### src/rtl/sobel_pkg.sv
// Shared widths, defaults and pipeline tag type for the Sobel gradient stage.
package sobel_pkg;
    localparam int PIX_W_DEF    = 16;
    localparam int OUT_W_DEF    = 8;
    localparam int H_ACTIVE_DEF = 180;
    localparam int V_ACTIVE_DEF = 120;
    localparam int AH_W         = 10;
    localparam int AV_W         = 9;

    // Tap weights sum to 4, so two bits of growth plus a sign bit.
    function automatic int grad_w(input int pix_w);
        return pix_w + 32'sd3;
    endfunction

    function automatic int mag_w(input int pix_w);
        return pix_w + 32'sd3;
    endfunction

    localparam int GRAD_W = grad_w(PIX_W_DEF);
    localparam int MAG_W  = mag_w(PIX_W_DEF);

    typedef struct packed {
        logic            valid;
        logic [AH_W-1:0] ah;
        logic [AV_W-1:0] av;
    } pipe_tag_t;
endpackage

### src/rtl/sobel_axis_grad.sv
// One Sobel axis: registered (p0+2p1+p2)-(n0+2n1+n2), then registered absolute value.
module sobel_axis_grad
    import sobel_pkg::*;
#(
    parameter int PIX_W = PIX_W_DEF
) (
    input  logic             clock,
    input  logic             reset,
    input  logic [PIX_W-1:0] pos0_i,
    input  logic [PIX_W-1:0] pos1_i,
    input  logic [PIX_W-1:0] pos2_i,
    input  logic [PIX_W-1:0] neg0_i,
    input  logic [PIX_W-1:0] neg1_i,
    input  logic [PIX_W-1:0] neg2_i,
    output logic [PIX_W+1:0] abs_o
);
    localparam int GW = grad_w(PIX_W);
    localparam int AW = PIX_W + 2;

    logic [GW-1:0]        pos_sum_s;
    logic [GW-1:0]        neg_sum_s;
    logic signed [GW-1:0] grad_d;
    logic signed [GW-1:0] grad_q;
    logic [AW-1:0]        abs_d;
    logic [AW-1:0]        abs_q;

    // Weighted difference for S1 and magnitude of the S1 result for S2
    always_comb begin
        pos_sum_s = GW'(pos0_i) + GW'({pos1_i, 1'b0}) + GW'(pos2_i);
        neg_sum_s = GW'(neg0_i) + GW'({neg1_i, 1'b0}) + GW'(neg2_i);
        grad_d    = signed'(pos_sum_s - neg_sum_s);
        if (grad_q[GW-1]) begin
            abs_d = AW'(-grad_q);
        end else begin
            abs_d = AW'(grad_q);
        end
    end

    // S1 and S2 pipeline registers
    always_ff @(posedge clock) begin
        if (reset) begin
            grad_q <= {GW{1'b0}};
            abs_q  <= {AW{1'b0}};
        end else begin
            grad_q <= grad_d;
            abs_q  <= abs_d;
        end
    end

    assign abs_o = abs_q;
endmodule

### src/rtl/sobel_gradient.sv
// 3-stage Sobel |Gx|+|Gy| with saturation and border suppression.
// Optional binary edge output when SOBEL_THRESHOLD_EN is defined.
module sobel_gradient
    import sobel_pkg::*;
#(
    parameter int PIX_W    = PIX_W_DEF,
    parameter int OUT_W    = OUT_W_DEF,
    parameter int H_ACTIVE = H_ACTIVE_DEF,
    parameter int V_ACTIVE = V_ACTIVE_DEF
) (
    input  logic             clock,
    input  logic             reset,
    input  logic             in_valid,
    input  logic [AH_W-1:0]  AH,
    input  logic [AV_W-1:0]  AV,
    input  logic [PIX_W-1:0] sliding0,
    input  logic [PIX_W-1:0] sliding1,
    input  logic [PIX_W-1:0] sliding2,
    input  logic [PIX_W-1:0] sliding3,
    input  logic [PIX_W-1:0] sliding4,
    input  logic [PIX_W-1:0] sliding5,
    input  logic [PIX_W-1:0] sliding6,
    input  logic [PIX_W-1:0] sliding7,
    input  logic [PIX_W-1:0] sliding8,
`ifdef SOBEL_THRESHOLD_EN
    input  logic [OUT_W-1:0] threshold,
`endif
    output logic             out_valid,
    output logic [AH_W-1:0]  out_AH,
    output logic [AV_W-1:0]  out_AV,
    output logic [OUT_W-1:0] out_pixel
);
    localparam int AW = PIX_W + 2;
    localparam int MW = mag_w(PIX_W);
    localparam int CW = ((MW > OUT_W) ? MW : OUT_W) + 1;
    localparam logic [CW-1:0]   OUT_MAX = {{(CW-OUT_W){1'b0}}, {OUT_W{1'b1}}};
    localparam logic [AH_W-1:0] AH_LO   = 10'd2;
    localparam logic [AV_W-1:0] AV_LO   = 9'd2;
    localparam logic [AH_W-1:0] AH_END  = AH_W'(H_ACTIVE);
    localparam logic [AV_W-1:0] AV_END  = AV_W'(V_ACTIVE);

    logic [AW-1:0]    abs_x_s;
    logic [AW-1:0]    abs_y_s;
    logic [MW-1:0]    mag_s;
    logic [CW-1:0]    wide_s;
    logic [OUT_W-1:0] sat_s;
    logic             border_s;
    logic [OUT_W-1:0] pixel_d;
    pipe_tag_t        tag_in_s;
    pipe_tag_t        tag1_q;
    pipe_tag_t        tag2_q;
    logic             out_valid_q;
    logic [AH_W-1:0]  out_ah_q;
    logic [AV_W-1:0]  out_av_q;
    logic [OUT_W-1:0] out_pixel_q;
    logic             unused_center_s;

    // The centre tap carries zero weight in both kernels.
    assign unused_center_s = ^sliding4;

    sobel_axis_grad #(.PIX_W(PIX_W)) u_grad_x (
        .clock  (clock),
        .reset  (reset),
        .pos0_i (sliding2),
        .pos1_i (sliding5),
        .pos2_i (sliding8),
        .neg0_i (sliding0),
        .neg1_i (sliding3),
        .neg2_i (sliding6),
        .abs_o  (abs_x_s)
    );

    sobel_axis_grad #(.PIX_W(PIX_W)) u_grad_y (
        .clock  (clock),
        .reset  (reset),
        .pos0_i (sliding6),
        .pos1_i (sliding7),
        .pos2_i (sliding8),
        .neg0_i (sliding0),
        .neg1_i (sliding1),
        .neg2_i (sliding2),
        .abs_o  (abs_y_s)
    );

    assign tag_in_s = '{valid: in_valid, ah: AH, av: AV};

    // S3 magnitude, saturation, border suppression and output selection
    always_comb begin
        mag_s    = MW'(abs_x_s) + MW'(abs_y_s);
        wide_s   = CW'(mag_s);
        if (wide_s > OUT_MAX) begin
            sat_s = {OUT_W{1'b1}};
        end else begin
            sat_s = wide_s[OUT_W-1:0];
        end
        border_s = (tag2_q.ah < AH_LO) || (tag2_q.av < AV_LO) ||
                   (tag2_q.ah >= AH_END) || (tag2_q.av >= AV_END);
        if (!tag2_q.valid || border_s) begin
            pixel_d = {OUT_W{1'b0}};
        end else begin
`ifdef SOBEL_THRESHOLD_EN
            if (sat_s >= threshold) begin
                pixel_d = {OUT_W{1'b1}};
            end else begin
                pixel_d = {OUT_W{1'b0}};
            end
`else
            pixel_d = sat_s;
`endif
        end
    end

    // Valid/coordinate delay line alongside the gradient stages, plus output registers
    always_ff @(posedge clock) begin
        if (reset) begin
            tag1_q      <= '{valid: 1'b0, ah: {AH_W{1'b0}}, av: {AV_W{1'b0}}};
            tag2_q      <= '{valid: 1'b0, ah: {AH_W{1'b0}}, av: {AV_W{1'b0}}};
            out_valid_q <= 1'b0;
            out_ah_q    <= {AH_W{1'b0}};
            out_av_q    <= {AV_W{1'b0}};
            out_pixel_q <= {OUT_W{1'b0}};
        end else begin
            tag1_q      <= tag_in_s;
            tag2_q      <= tag1_q;
            out_valid_q <= tag2_q.valid;
            out_ah_q    <= tag2_q.ah;
            out_av_q    <= tag2_q.av;
            out_pixel_q <= pixel_d;
        end
    end

    assign out_valid = out_valid_q;
    assign out_AH    = out_ah_q;
    assign out_AV    = out_av_q;
    assign out_pixel = out_pixel_q;
endmodule

### config.mk
export PLATFORM = sky130hd
export DESIGN_NAME = sobel_gradient
export DESIGN_NICKNAME = d
export VERILOG_FILES = /design/src/rtl/sobel_pkg.sv /design/src/rtl/sobel_axis_grad.sv /design/src/rtl/sobel_gradient.sv
export SDC_FILE = /design/constraint.sdc
export NUM_CORES = 1
export LEC_CHECK = 0
export CORE_ASPECT_RATIO = 0.6
export CORE_MARGIN = 10
export CORE_UTILIZATION = 50
export CTS_BUF_LIST = sky130_fd_sc_hd__clkbuf_4
export DETAILED_ROUTE_END_ITERATION = 7
export PLACE_DENSITY = 0.76
export SLEW_MARGIN = 0
export SYNTH_ARGS = -nofsm -noshare
export SYNTH_HDL_FRONTEND = slang
export SYNTH_SLANG_ARGS = --single-unit
export TNS_END_PERCENT = 20
### constraint.sdc
create_clock -name clock -period 9.67 [get_ports clock]
set_clock_uncertainty 0.05 [all_clocks]
set_input_delay 2.4175 -clock clock [delete_from_list [all_inputs] [get_ports clock]]
set_output_delay 2.4175 -clock clock [all_outputs]
set_load 0.01 [all_outputs]
==> impl_metrics.prom <==
# TYPE chip_impl_metric gauge
chip_impl_info{name="outcome",value="complete, no violations"} 1
chip_impl_metric{name="route.final.wire_length",unit="um"} 29300
chip_impl_metric{name="drive_gt1_share",unit="%"} 2.78
chip_impl_info{name="yosysMostFrequentCell",value="sky130_fd_sc_hd__inv_1"} 1
chip_impl_metric{name="core-area",unit="sq mm"} 0.0230
chip_impl_info{name="setup.worst_path.end_class",value="register"} 1
chip_impl_metric{name="postSynthCellCount",unit=""} 1356
chip_impl_metric{name="slew_headroom",unit="%"} 39.8
chip_impl_metric{name="area_added_between_synthesis_and_finish",unit="%"} 20.5
chip_impl_metric{name="layout_setup_ws",unit="ns"} 1.58
chip_impl_metric{name="clockBufferDepth",unit=""} 2
chip_impl_info{name="slowest_stage",value="sky130_fd_sc_hd__a2111oi_0"} 1
chip_impl_metric{name="ys_seq_elements",unit=""} 142
chip_impl_metric{name="multi_input_combinational_cell_area",unit="sq mm"} 0.00792
chip_impl_metric{name="grt.overflow.total",unit=""} 0
chip_impl_metric{name="synth_edf_count",unit=""} 0
chip_impl_metric{name="antenna_found_initial",unit=""} 0
chip_impl_metric{name="post_synth_instance_area",unit="sq mm"} 0.0116
chip_impl_metric{name="count_of_final_setup_violators",unit=""} 0
chip_impl_metric{name="maxCapViolations",unit=""} 0
chip_impl_metric{name="finalCriticalPeriod",unit="ns"} 8.09
chip_impl_metric{name="critPathRequiredTime",unit="ns"} 10.04
chip_impl_metric{name="n_antenna_cell",unit=""} 0
chip_impl_info{name="synth.area.top_cells",value="sky130_fd_sc_hd__dfxtp_1, sky130_fd_sc_hd__ha_1, sky130_fd_sc_hd__fa_1, sky130_fd_sc_hd__inv_1, sky130_fd_sc_hd__xor2_1"} 1
chip_impl_metric{name="dpl_worst_slack",unit="ns"} 1.25
chip_impl_metric{name="power_density",unit="mW/mm^2"} 255
chip_impl_metric{name="drt_pre_antenna_iters",unit=""} 5
chip_impl_metric{name="insertion_delay",unit="ns"} 0.56
chip_impl_metric{name="cts.sink_count",unit=""} 142
chip_impl_info{name="cts.root.buffer_cell",value="sky130_fd_sc_hd__clkbuf_4"} 1
chip_impl_metric{name="synth_cell_type_count",unit=""} 66
chip_impl_info{name="setup_repair_after_global_routing_missed_its_margin",value="false"} 1
chip_impl_metric{name="place.gp.congestion",unit=""} 0.902
chip_impl_metric{name="cts_resized",unit=""} 0
chip_impl_metric{name="min_period_over_period",unit="%"} 83.7
chip_impl_metric{name="path_max_fanout",unit=""} 5
chip_impl_info{name="synth_flop_cell",value="sky130_fd_sc_hd__dfxtp_1"} 1
chip_impl_metric{name="drt_drc_violations_left",unit=""} 0
chip_impl_metric{name="regArea",unit="sq mm"} 0.00284
chip_impl_metric{name="cellLeakagePower",unit="nW"} 6.28
chip_impl_metric{name="finalPower",unit="mW"} 3.56
chip_impl_metric{name="top_level_ports",unit=""} 194
chip_impl_info{name="crit_chain",value="clkdlybuf4s50_1 -> ha_1 -> a211oi_1 -> nor2_1 -> o311a_1 -> a2111oi_0 -> nor3_1 -> a211oi_1 -> xnor2_1 -> fa_1 -> inv_1 -> fa_1 -> inv_1 -> ha_1 -> a21o_1 -> a21oi_1 -> nand2_1 -> nor3_1 -> o31ai_1 -> xnor2_1 -> nor2_1"} 1
chip_impl_metric{name="synth_area_per_cell",unit="sq um"} 8.55
chip_impl_info{name="synth_top_cells_by_count",value="sky130_fd_sc_hd__inv_1, sky130_fd_sc_hd__dfxtp_1, sky130_fd_sc_hd__nor2_1, sky130_fd_sc_hd__ha_1, sky130_fd_sc_hd__a21oi_1"} 1
chip_impl_metric{name="synth-seq-area-share",unit="%"} 24.5
chip_impl_metric{name="syn-num-nets",unit=""} 1716
chip_impl_metric{name="first_iter_violations",unit=""} 749
chip_impl_metric{name="fp-row-count",unit=""} 43
chip_impl_metric{name="numCtsBuffers",unit=""} 17
chip_impl_info{name="cts_tree",value="done"} 1
chip_impl_metric{name="floorplan.die.width",unit="um"} 217
chip_impl_metric{name="dp_hpwl",unit="um"} 24600
chip_impl_metric{name="final.setup.tns",unit="ns"} 0
chip_impl_metric{name="synth_warnings",unit=""} 0
chip_impl_metric{name="synth_top_cell_area_share",unit="%"} 24.5
chip_impl_metric{name="post-cts-setup-buffers",unit=""} 0
chip_impl_metric{name="detail_route.vias_per_cell",unit=""} 5.33
chip_impl_metric{name="critPathArrivalTime",unit="ns"} 8.47
chip_impl_metric{name="cts_htree_levels",unit=""} 4
chip_impl_metric{name="achievable-frequency",unit="MHz"} 124
chip_impl_metric{name="nets_final",unit=""} 1891
chip_impl_metric{name="ant_nets",unit=""} 0
chip_impl_metric{name="tightest_slew",unit="ns"} 0.880
chip_impl_metric{name="grt_first_pass_wirelength",unit="um"} 49200
chip_impl_metric{name="wire_per_inst",unit="um"} 15.8
chip_impl_metric{name="grt_start_max_net_pins",unit=""} 94
chip_impl_metric{name="slew_violations",unit=""} 0
chip_impl_metric{name="die_height",unit="um"} 138
chip_impl_metric{name="io_buffers",unit=""} 177
chip_impl_info{name="startpoint_type_of_the_worst_setup_path",value="primary input"} 1
chip_impl_metric{name="hold_buf_cts",unit=""} 0
chip_impl_metric{name="grt_usage",unit="%"} 20.1
chip_impl_metric{name="num_vias",unit=""} 9915
chip_impl_metric{name="async_reset_ff_share",unit="%"} 0
chip_impl_info{name="worst_setup_path_type",value="in -> reg"} 1
chip_impl_metric{name="finalHoldViolCount",unit=""} 0
chip_impl_metric{name="final.fill_count",unit=""} 2000
chip_impl_metric{name="cp_slowest_stage_delay",unit="ns"} 0.66
chip_impl_metric{name="ir_worst_vdd",unit="mV"} 0.138
chip_impl_metric{name="initial_core_util",unit="%"} 50.4
chip_impl_info{name="min-delay-path-class",value="reg -> reg"} 1
chip_impl_metric{name="cts.reportedPaths.clkPinSlew",unit="ns"} 0.15
chip_impl_metric{name="first_global_vias",unit=""} 9881
chip_impl_metric{name="floorplan_die_area",unit="sq mm"} 0.0299
chip_impl_info{name="synth_top_area_cell",value="sky130_fd_sc_hd__dfxtp_1"} 1
==> state kept, by name, indices dropped and copies added, names as in the netlist <==
name / flops
u_grad_y.abs_o: 18
u_grad_y.grad_q: 19
u_grad_x.abs_o: 18
out_pixel: 8
out_AH: 10
out_AV: 9
u_grad_x.grad_q: 19
tag1_q: 20
out_valid: 1
tag2_q: 20
==> where the power goes <==
part           switching (mW)  internal [mW]  total [mW]
sequential              0.101          0.735       0.837
combinational            1.35           1.00        2.35
clock                   0.256          0.120       0.376
==> layout make-up <==
type	count	area share (%)
repair buffers	178	12.7
clock inverters	15	1.18
flip-flops and latches	142	20.3
well taps	315	2.82
multi-input cells	995	56.7
inverters	197	5.29
clock buffers	17	0.914
==> per-stage QoR <==
step	utilization [%]	cell area (sq um)	std cells	hold WS, ns
floorplan	-	11600	1356	0.364
global placement	59.5	13700	1827	0.366
detailed placement	59.5	13700	1827	0.370
CTS	60.8	14000	1859	0.400
global route	60.8	14000	1859	0.396
finish	60.8	14000	1859	0.394
==> cell families after synthesis <==
logic type | count (synthesis) | synth area share [%]
buffers and inverters | 219 | 7.09
AOI/OAI and AO/OA | 278 | 16.0
and+or+nand+nor | 402 | 17.7
DFF | 142 | 24.5
xor gates and xnor gates | 116 | 8.77
adders and majority gates | 194 | 25.4
muxes | 5 | 0.443
==> layer usage <==
metal	global-route usage [%]	wire, um
met1	29.4	15200
met2	29.9	12100
met3	4.23	1780
met4	3.56	239
met5	0	0
==> critical path, delay by kind of cell <==
kind	cells	cell delay (ns)
xor gates and xnor gates	2	0.35
AOI/OAI and AO/OA	7	2.48
and+or+nand+nor	5	0.94
buffers and inverters	3	0.58
adders and majority gates	4	1.70
==> placed cells by master, fill, tap and decap left out, types with 14 or more instances in the layout <==
cell,instances
sky130_fd_sc_hd__a211oi_1,18
sky130_fd_sc_hd__a21o_1,14
sky130_fd_sc_hd__a21oi_1,82
sky130_fd_sc_hd__clkbuf_4,17
sky130_fd_sc_hd__clkdlybuf4s50_1,176
sky130_fd_sc_hd__dfxtp_1,142
sky130_fd_sc_hd__fa_1,69
sky130_fd_sc_hd__ha_1,125
sky130_fd_sc_hd__inv_1,197
sky130_fd_sc_hd__nand2_1,49
sky130_fd_sc_hd__nand2b_1,19
sky130_fd_sc_hd__nand3_1,27
sky130_fd_sc_hd__nor2_1,126
sky130_fd_sc_hd__nor2b_1,77
sky130_fd_sc_hd__nor3_1,38
sky130_fd_sc_hd__o21a_1,18
sky130_fd_sc_hd__o21ai_0,34
sky130_fd_sc_hd__o21ai_1,17
sky130_fd_sc_hd__o31ai_1,16
sky130_fd_sc_hd__or3_1,15
sky130_fd_sc_hd__xnor2_1,45
sky130_fd_sc_hd__xor2_1,71
==> final timing paths <==
kind	start	endpoint	slack, ns	depth (start not counted)
max	sliding2[2]	u_grad_x.grad_q[18]	1.58	21
min	tag1_q[8]	tag2_q[8]	0.39	1
max reg2reg	u_grad_y.abs_o[0]	out_pixel[0]	6.47	11
min reg2reg	tag1_q[8]	tag2_q[8]	0.39	1
Note: power is estimated with default switching activity, not from simulation.
